## src/rtl/sparse_output_packer.sv

```systemverilog
// -----------------------------------------------------------------------------
// sparse_output_packer
//
// Drain engine for the accumulator buffer. After a channel group completes it
// scans every bank/entry of the output tile, applies ReLU plus
// bitwidth-dependent saturation, zero-skip encodes the result and writes
// (value, zero-run index) pairs sequentially into the OARAM.
//
// Ports:
//   clk                 clock
//   reset_n             synchronous active-low reset
//   start               channel-group-done pulse, sampled only in idle
//   bitwidth            0: 8-bit, 1: 4-bit, 2: 2-bit, 3: 8-bit (latched on start)
//   buffer_bank_read    bank read address (0 outside the scan)
//   buffer_bank_entry   entry read address (0 outside the scan)
//   buffer_data_read    signed buffer data, valid one cycle after the address
//   oaram_value         encoded value
//   oaram_indices_value number of zeros preceding this value
//   oaram_address       OARAM write address
//   oaram_write_enable  OARAM write strobe
//   busy                high from the cycle after start is accepted until done
//   done                one-cycle completion pulse
//   word_count          words written, saturates at 2^RAM_WIDTH
//   overflow            sticky, set when a write had to be dropped
// -----------------------------------------------------------------------------
module sparse_output_packer #(
    parameter int unsigned RAM_WIDTH   = 10,
    parameter int unsigned BANK_COUNT  = 32,
    parameter int unsigned TILE_SIZE   = 128,
    parameter int unsigned INDEX_WIDTH = 4,
    parameter int unsigned VALUE_WIDTH = 8
) (
    input  logic                          clk,
    input  logic                          reset_n,
    input  logic                          start,
    input  logic [1:0]                    bitwidth,
    output logic [$clog2(BANK_COUNT)-1:0] buffer_bank_read,
    output logic [$clog2(TILE_SIZE)-1:0]  buffer_bank_entry,
    input  logic [VALUE_WIDTH-1:0]        buffer_data_read,
    output logic [VALUE_WIDTH-1:0]        oaram_value,
    output logic [INDEX_WIDTH-1:0]        oaram_indices_value,
    output logic [RAM_WIDTH-1:0]          oaram_address,
    output logic                          oaram_write_enable,
    output logic                          busy,
    output logic                          done,
    output logic [RAM_WIDTH:0]            word_count,
    output logic                          overflow
);

    localparam int unsigned BankW  = $clog2(BANK_COUNT);
    localparam int unsigned EntryW = $clog2(TILE_SIZE);

    localparam logic [BankW-1:0]       LastBank  = BankW'(BANK_COUNT - 1);
    localparam logic [EntryW-1:0]      LastEntry = EntryW'(TILE_SIZE - 1);
    localparam logic [INDEX_WIDTH-1:0] MaxRun    = '1;
    localparam logic [RAM_WIDTH:0]     Capacity  = (RAM_WIDTH + 1)'(1) << RAM_WIDTH;

    localparam logic signed [VALUE_WIDTH-1:0] Sat4 = VALUE_WIDTH'(15);
    localparam logic signed [VALUE_WIDTH-1:0] Sat2 = VALUE_WIDTH'(3);

    typedef enum logic [1:0] {
        StIdle,
        StScan,
        StDrain,
        StDone
    } state_e;

    state_e                   state_q;
    logic [BankW-1:0]         bank_q;
    logic [EntryW-1:0]        entry_q;
    logic [1:0]               mode_q;
    logic                     data_valid_q;
    logic                     drain_cnt_q;
    logic [INDEX_WIDTH-1:0]   run_q;
    logic [VALUE_WIDTH-1:0]   value_q;
    logic [INDEX_WIDTH-1:0]   index_q;
    logic [RAM_WIDTH-1:0]     addr_q;
    logic                     we_q;
    logic                     busy_q;
    logic                     done_q;
    logic [RAM_WIDTH:0]       count_q;
    logic                     overflow_q;

    logic signed [VALUE_WIDTH-1:0] data_s;
    logic [VALUE_WIDTH-1:0]        sat_value;
    logic                          emit;
    logic [INDEX_WIDTH-1:0]        emit_index;
    logic [INDEX_WIDTH-1:0]        run_d;

    // ReLU followed by saturation to the latched output precision.
    always_comb begin
        data_s    = signed'(buffer_data_read);
        sat_value = buffer_data_read;
        if (data_s < 0) begin
            sat_value = '0;
        end else begin
            case (mode_q)
                2'd1:    if (data_s > Sat4) sat_value = Sat4;
                2'd2:    if (data_s > Sat2) sat_value = Sat2;
                default: ;
            endcase
        end
    end

    // Zero-skip encoding. A run that reaches MaxRun is flushed as a (0, MaxRun)
    // marker word; a residual run at the end of the tile is simply dropped.
    always_comb begin
        emit       = 1'b0;
        emit_index = run_q;
        run_d      = run_q;
        if (data_valid_q) begin
            if (sat_value != '0) begin
                emit  = 1'b1;
                run_d = '0;
            end else if (run_q == MaxRun) begin
                emit  = 1'b1;
                run_d = '0;
            end else begin
                run_d = run_q + INDEX_WIDTH'(1);
            end
        end
    end

    always_ff @(posedge clk) begin
        if (!reset_n) begin
            state_q      <= StIdle;
            bank_q       <= '0;
            entry_q      <= '0;
            mode_q       <= '0;
            data_valid_q <= 1'b0;
            drain_cnt_q  <= 1'b0;
            run_q        <= '0;
            value_q      <= '0;
            index_q      <= '0;
            addr_q       <= '0;
            we_q         <= 1'b0;
            busy_q       <= 1'b0;
            done_q       <= 1'b0;
            count_q      <= '0;
            overflow_q   <= 1'b0;
        end else begin
            we_q         <= 1'b0;
            done_q       <= 1'b0;
            data_valid_q <= (state_q == StScan);
            run_q        <= run_d;

            if (emit) begin
                if (count_q < Capacity) begin
                    we_q    <= 1'b1;
                    value_q <= sat_value;
                    index_q <= emit_index;
                    addr_q  <= count_q[RAM_WIDTH-1:0];
                    count_q <= count_q + (RAM_WIDTH + 1)'(1);
                end else begin
                    overflow_q <= 1'b1;
                end
            end

            case (state_q)
                StIdle: begin
                    if (start) begin
                        state_q    <= StScan;
                        busy_q     <= 1'b1;
                        mode_q     <= bitwidth;
                        count_q    <= '0;
                        overflow_q <= 1'b0;
                        run_q      <= '0;
                        addr_q     <= '0;
                        bank_q     <= '0;
                        entry_q    <= '0;
                    end
                end
                StScan: begin
                    // Bank is the inner loop, entry the outer one.
                    if (bank_q == LastBank) begin
                        bank_q <= '0;
                        if (entry_q == LastEntry) begin
                            entry_q     <= '0;
                            state_q     <= StDrain;
                            drain_cnt_q <= 1'b0;
                        end else begin
                            entry_q <= entry_q + EntryW'(1);
                        end
                    end else begin
                        bank_q <= bank_q + BankW'(1);
                    end
                end
                StDrain: begin
                    // Two cycles let the last data word and its write retire.
                    drain_cnt_q <= 1'b1;
                    if (drain_cnt_q) begin
                        state_q <= StDone;
                        done_q  <= 1'b1;
                    end
                end
                StDone: begin
                    state_q <= StIdle;
                    busy_q  <= 1'b0;
                end
                default: state_q <= StIdle;
            endcase
        end
    end

    assign buffer_bank_read    = bank_q;
    assign buffer_bank_entry   = entry_q;
    assign oaram_value         = value_q;
    assign oaram_indices_value = index_q;
    assign oaram_address       = addr_q;
    assign oaram_write_enable  = we_q;
    assign busy                = busy_q;
    assign done                = done_q;
    assign word_count          = count_q;
    assign overflow            = overflow_q;

endmodule
```

## config.mk

```make
export PLATFORM = sky130hd
export DESIGN_NAME = sparse_output_packer
export DESIGN_NICKNAME = d
export VERILOG_FILES = /design/src/rtl/sparse_output_packer.sv
export SDC_FILE = /design/constraint.sdc
export NUM_CORES = 1
export LEC_CHECK = 0
export BUFFER_PORTS_ARGS = -buffer_cell sky130_fd_sc_hd__clkbuf_2
export CORE_MARGIN = 10
export CORE_UTILIZATION = 43
export CTS_BUF_LIST = sky130_fd_sc_hd__clkbuf_8
export DETAILED_ROUTE_END_ITERATION = 8
export PLACE_DENSITY_LB_ADDON = 0.15
export SETUP_SLACK_MARGIN = 0.1
export SLEW_MARGIN = 30
export SYNTH_ARGS = -nofsm -noshare
export SYNTH_HDL_FRONTEND = slang
export SYNTH_SLANG_ARGS = --single-unit
```

## constraint.sdc

```tcl
create_clock -name clk -period 2.7 [get_ports clk]
set_input_delay 0.54 -clock clk [delete_from_list [all_inputs] [get_ports clk]]
set_output_delay 0.54 -clock clk [all_outputs]
set_load 0.01 [all_outputs]
```

==> reports/qor.yml <==
synthesis:
  syn-num-nets: 333
  synth_cell_types: 41
  ys_seq_area_share_pct: 44.7
  yosysTopAreaCellShare_pct: 44.7
  synth_warnings: 0
  synth-async-reset-ratio_pct: 0
  synthTopCellsByArea: "dfxtp_1, nand2_1, ha_1, a21oi_1, xor2_1"
  synth_seq_cells: 58
  synth_ff_type: "dfxtp_1"
  netlist_area_um2: 2600
  synth-edff-count: 0
  synth_most_common_cell: "nand2_1"
  synth_common_cells: "nand2_1, dfxtp_1, nor2_1, a21oi_1, nand3_1"
  syn_area_per_cell_um2: 8.41
  yosysTopAreaCell: "dfxtp_1"
  synthCells: 309
die:
  row_count: 28
  fp.coreArea_um2: 5890
  initial_utilization_pct: 44.2
  io_pins: 62
  die_h_um: 97.7
  die_w_um: 97.7
  die_area_um2: 9550
cells_and_area:
  drive_gt1_share_pct: 22.4
  diodes: 0
  nFillCells: 585
  syn2layout_area_growth_pct: 21.8
  utilization_pct: 53.8
  stdcell_area_um2: 3160
  fin_nets: 394
worst_setup_path:
  timing.rr.end: "word_count[6]"
  reg2reg_depth: 7
  slowest_stage: "or4_1"
  r2r-start: "mode_q[0]"
  path_cells: "inv_1 > ha_1 > nor3_2 > a211oi_4 > o21ai_2 > or4_1 > a21oi_1"
  critPathMaxStageDelay_ns: 0.53
  arrival_ns: 2.43
  required_ns: 2.96
  crit_type: "reg2reg"
  crit_fanout: 8
  r2r_slack_ns: 0.53
  crit_buf_inv: 1
  path_delay_family: "compound AO/OA/AOI/OAI gates"
  endpoint_kind: "flop"
  start_kind: "flop"
power_and_ir_drop:
  power_mw: 2.26
  ir_drop_uv: 379
  p_per_area_nw_per_um2: 715
  leakagePower_nw: 1.31
clock_network:
  htree_num_levels: 3
  ctsResizeCount: 0
  clock_latency_ns: 0.32
  tritoncts: "built"
  cts_num_sinks: 58
  ctsHoldBuffers: 0
  clockBufferDepth: 2
  clk_pin_slew_worst_paths_ns: 0.06
  cts_root_buf: "clkbuf_8"
  numCtsBuffers: 9
  cts_setup_buffers: 0
placement:
  gp_congestion: 0.856
  dpl_cell_area_um2: 2960
  io_buffers: 60
  dp_hpwl_um: 4420
global_routing:
  grt_pass1_vias: 2238
  grt_pass1_wl_um: 10300
  track_usage_pct: 12.6
  antenna_found_initial: 0
  grt_max_degree: 31
  grt_overflow: 0
drt:
  routed_via_density: 5.10
  drc: 0
  drtIter0Drc: 61
  first_pass_iters: 4
  num_vias: 2295
  routed_wl_um: 6010
  antenna_left: 0
  wl_per_cell_um: 13.4
sta:
  final_max_slew_viol_count: 0
  rsz0062_at_grt: "no"
  worst_slew_pin_slew_ns: 0.532
  finalHoldViolations: 0
  fin_skew_ns: 0.00750
  finalSetupViolCount: 0
  tns_ns: 0
  maxSlewHeadroom_pct: 64.2
  whs_ns: 0.452
  finalCritPeriodShare_pct: 80.6
  fmax_mhz: 460
  period_needed_ns: 2.17
job:
  cap_violations: 0
status:
  outcome: "finished, final reports clean"
hold_path:
  min_from: "oaram_address[9]"
  hold_depth: 2
  hold_path.class: "reg2reg"
  min_to: "oaram_address[9]"
[logic make-up (layout without fill, tap and decap cells)]
group                      after synthesis  count (layout)  share of synthesized area [%]
buffers and inverters                   22              88                           3.47
xor gates and xnor gates                14              14                           4.72
other                                    1               1                          0.144
AOI/OAI and AO/OA                       63              63                           16.0
and+or+nand+nor                        139             139                           25.3
DFF                                     58              58                           44.7
adders and majority gates               11              11                           5.30
muxes                                    1               1                          0.385
[area by class of cell]
class | count | area [um2] | area share, %
tap | 75 | 93.8 | 2.97
timing repair buffer | 64 | 330 | 10.4
inverter | 8 | 30.0 | 0.949
clock buffer | 14 | 193 | 6.09
sequential | 58 | 1160 | 36.7
clock inverter | 2 | 8.76 | 0.277
multi-input combinational | 229 | 1350 | 42.6
[per-layer routing]
metal	GRT usage (%)	vias up	part of all wire [%]
li1	-	1185	-
met1	14.5	1053	45
met3	4.37	8	5.9
met4	6.38	0	1.4
met2	20.5	49	48
met5	0	-	0
[worst min-delay path: cells and delay by family (launching register included)]
kind	cells	cell delay (ns)
AND/OR/NAND/NOR	1	0.05
flip-flops	1	0.31
AO/OA/AOI/OAI	1	0.05
[power breakdown]
part / switching (mW) / total [mW] / internal [mW]
clock: 0.321 / 0.775 / 0.454
sequential: 0.0560 / 0.967 / 0.911
combinational: 0.337 / 0.520 / 0.183
[metrics by stage]
step	setup slack (ns)	std cells
after floorplan	0.745	309
after global placement	0.542	434
after detailed placement	0.526	434
after CTS	0.531	450
after global routing	0.320	450
final	0.525	450
[state kept, by name, summed over array words and instances, names as in the netlist]
name                 count
busy                     1
drain_cnt_q              1
done                     1
oaram_value              7
buffer_bank_read         5
state_q                  2
oaram_address           10
oaram_indices_value      4
word_count              11
overflow                 1
emit_index               4
mode_q                   2
oaram_write_enable       1
data_valid_q             1
buffer_bank_entry        7
[how the worst max path moves through the flow]
stage                             start                      to  slack [ns]  depth (start not counted)
floorplan                     mode_q[0]           word_count[6]        0.74                          7
finish                        mode_q[0]           word_count[6]        0.53                          7
global placement              mode_q[0]           word_count[6]        0.54                          7
CTS                           mode_q[0]           word_count[6]        0.53                          7
global route                  mode_q[0]           word_count[6]        0.32                          7
detailed placement  buffer_data_read[6]  oaram_indices_value[1]        0.53                          7
[cells in the final DEF (no fill, tap or decap), types with 4 or more instances in the layout]
master	netlist	layout
nand4_1	7	7
nand2_1	60	60
or3_1	4	4
nor3_1	4	4
inv_1	8	9
a21oi_1	22	22
o21ai_0	7	7
clkbuf_2	0	60
xor2_1	12	12
nand2b_1	4	4
nor2_1	23	23
o211ai_1	4	4
dfxtp_1	58	58
ha_1	11	11
a31oi_1	4	4
buf_4	1	4
nor2b_1	4	4
clkbuf_8	0	14
nand3_1	17	17
and3_1	5	5
a21boi_0	13	13
(Power assumes the default switching activity.)
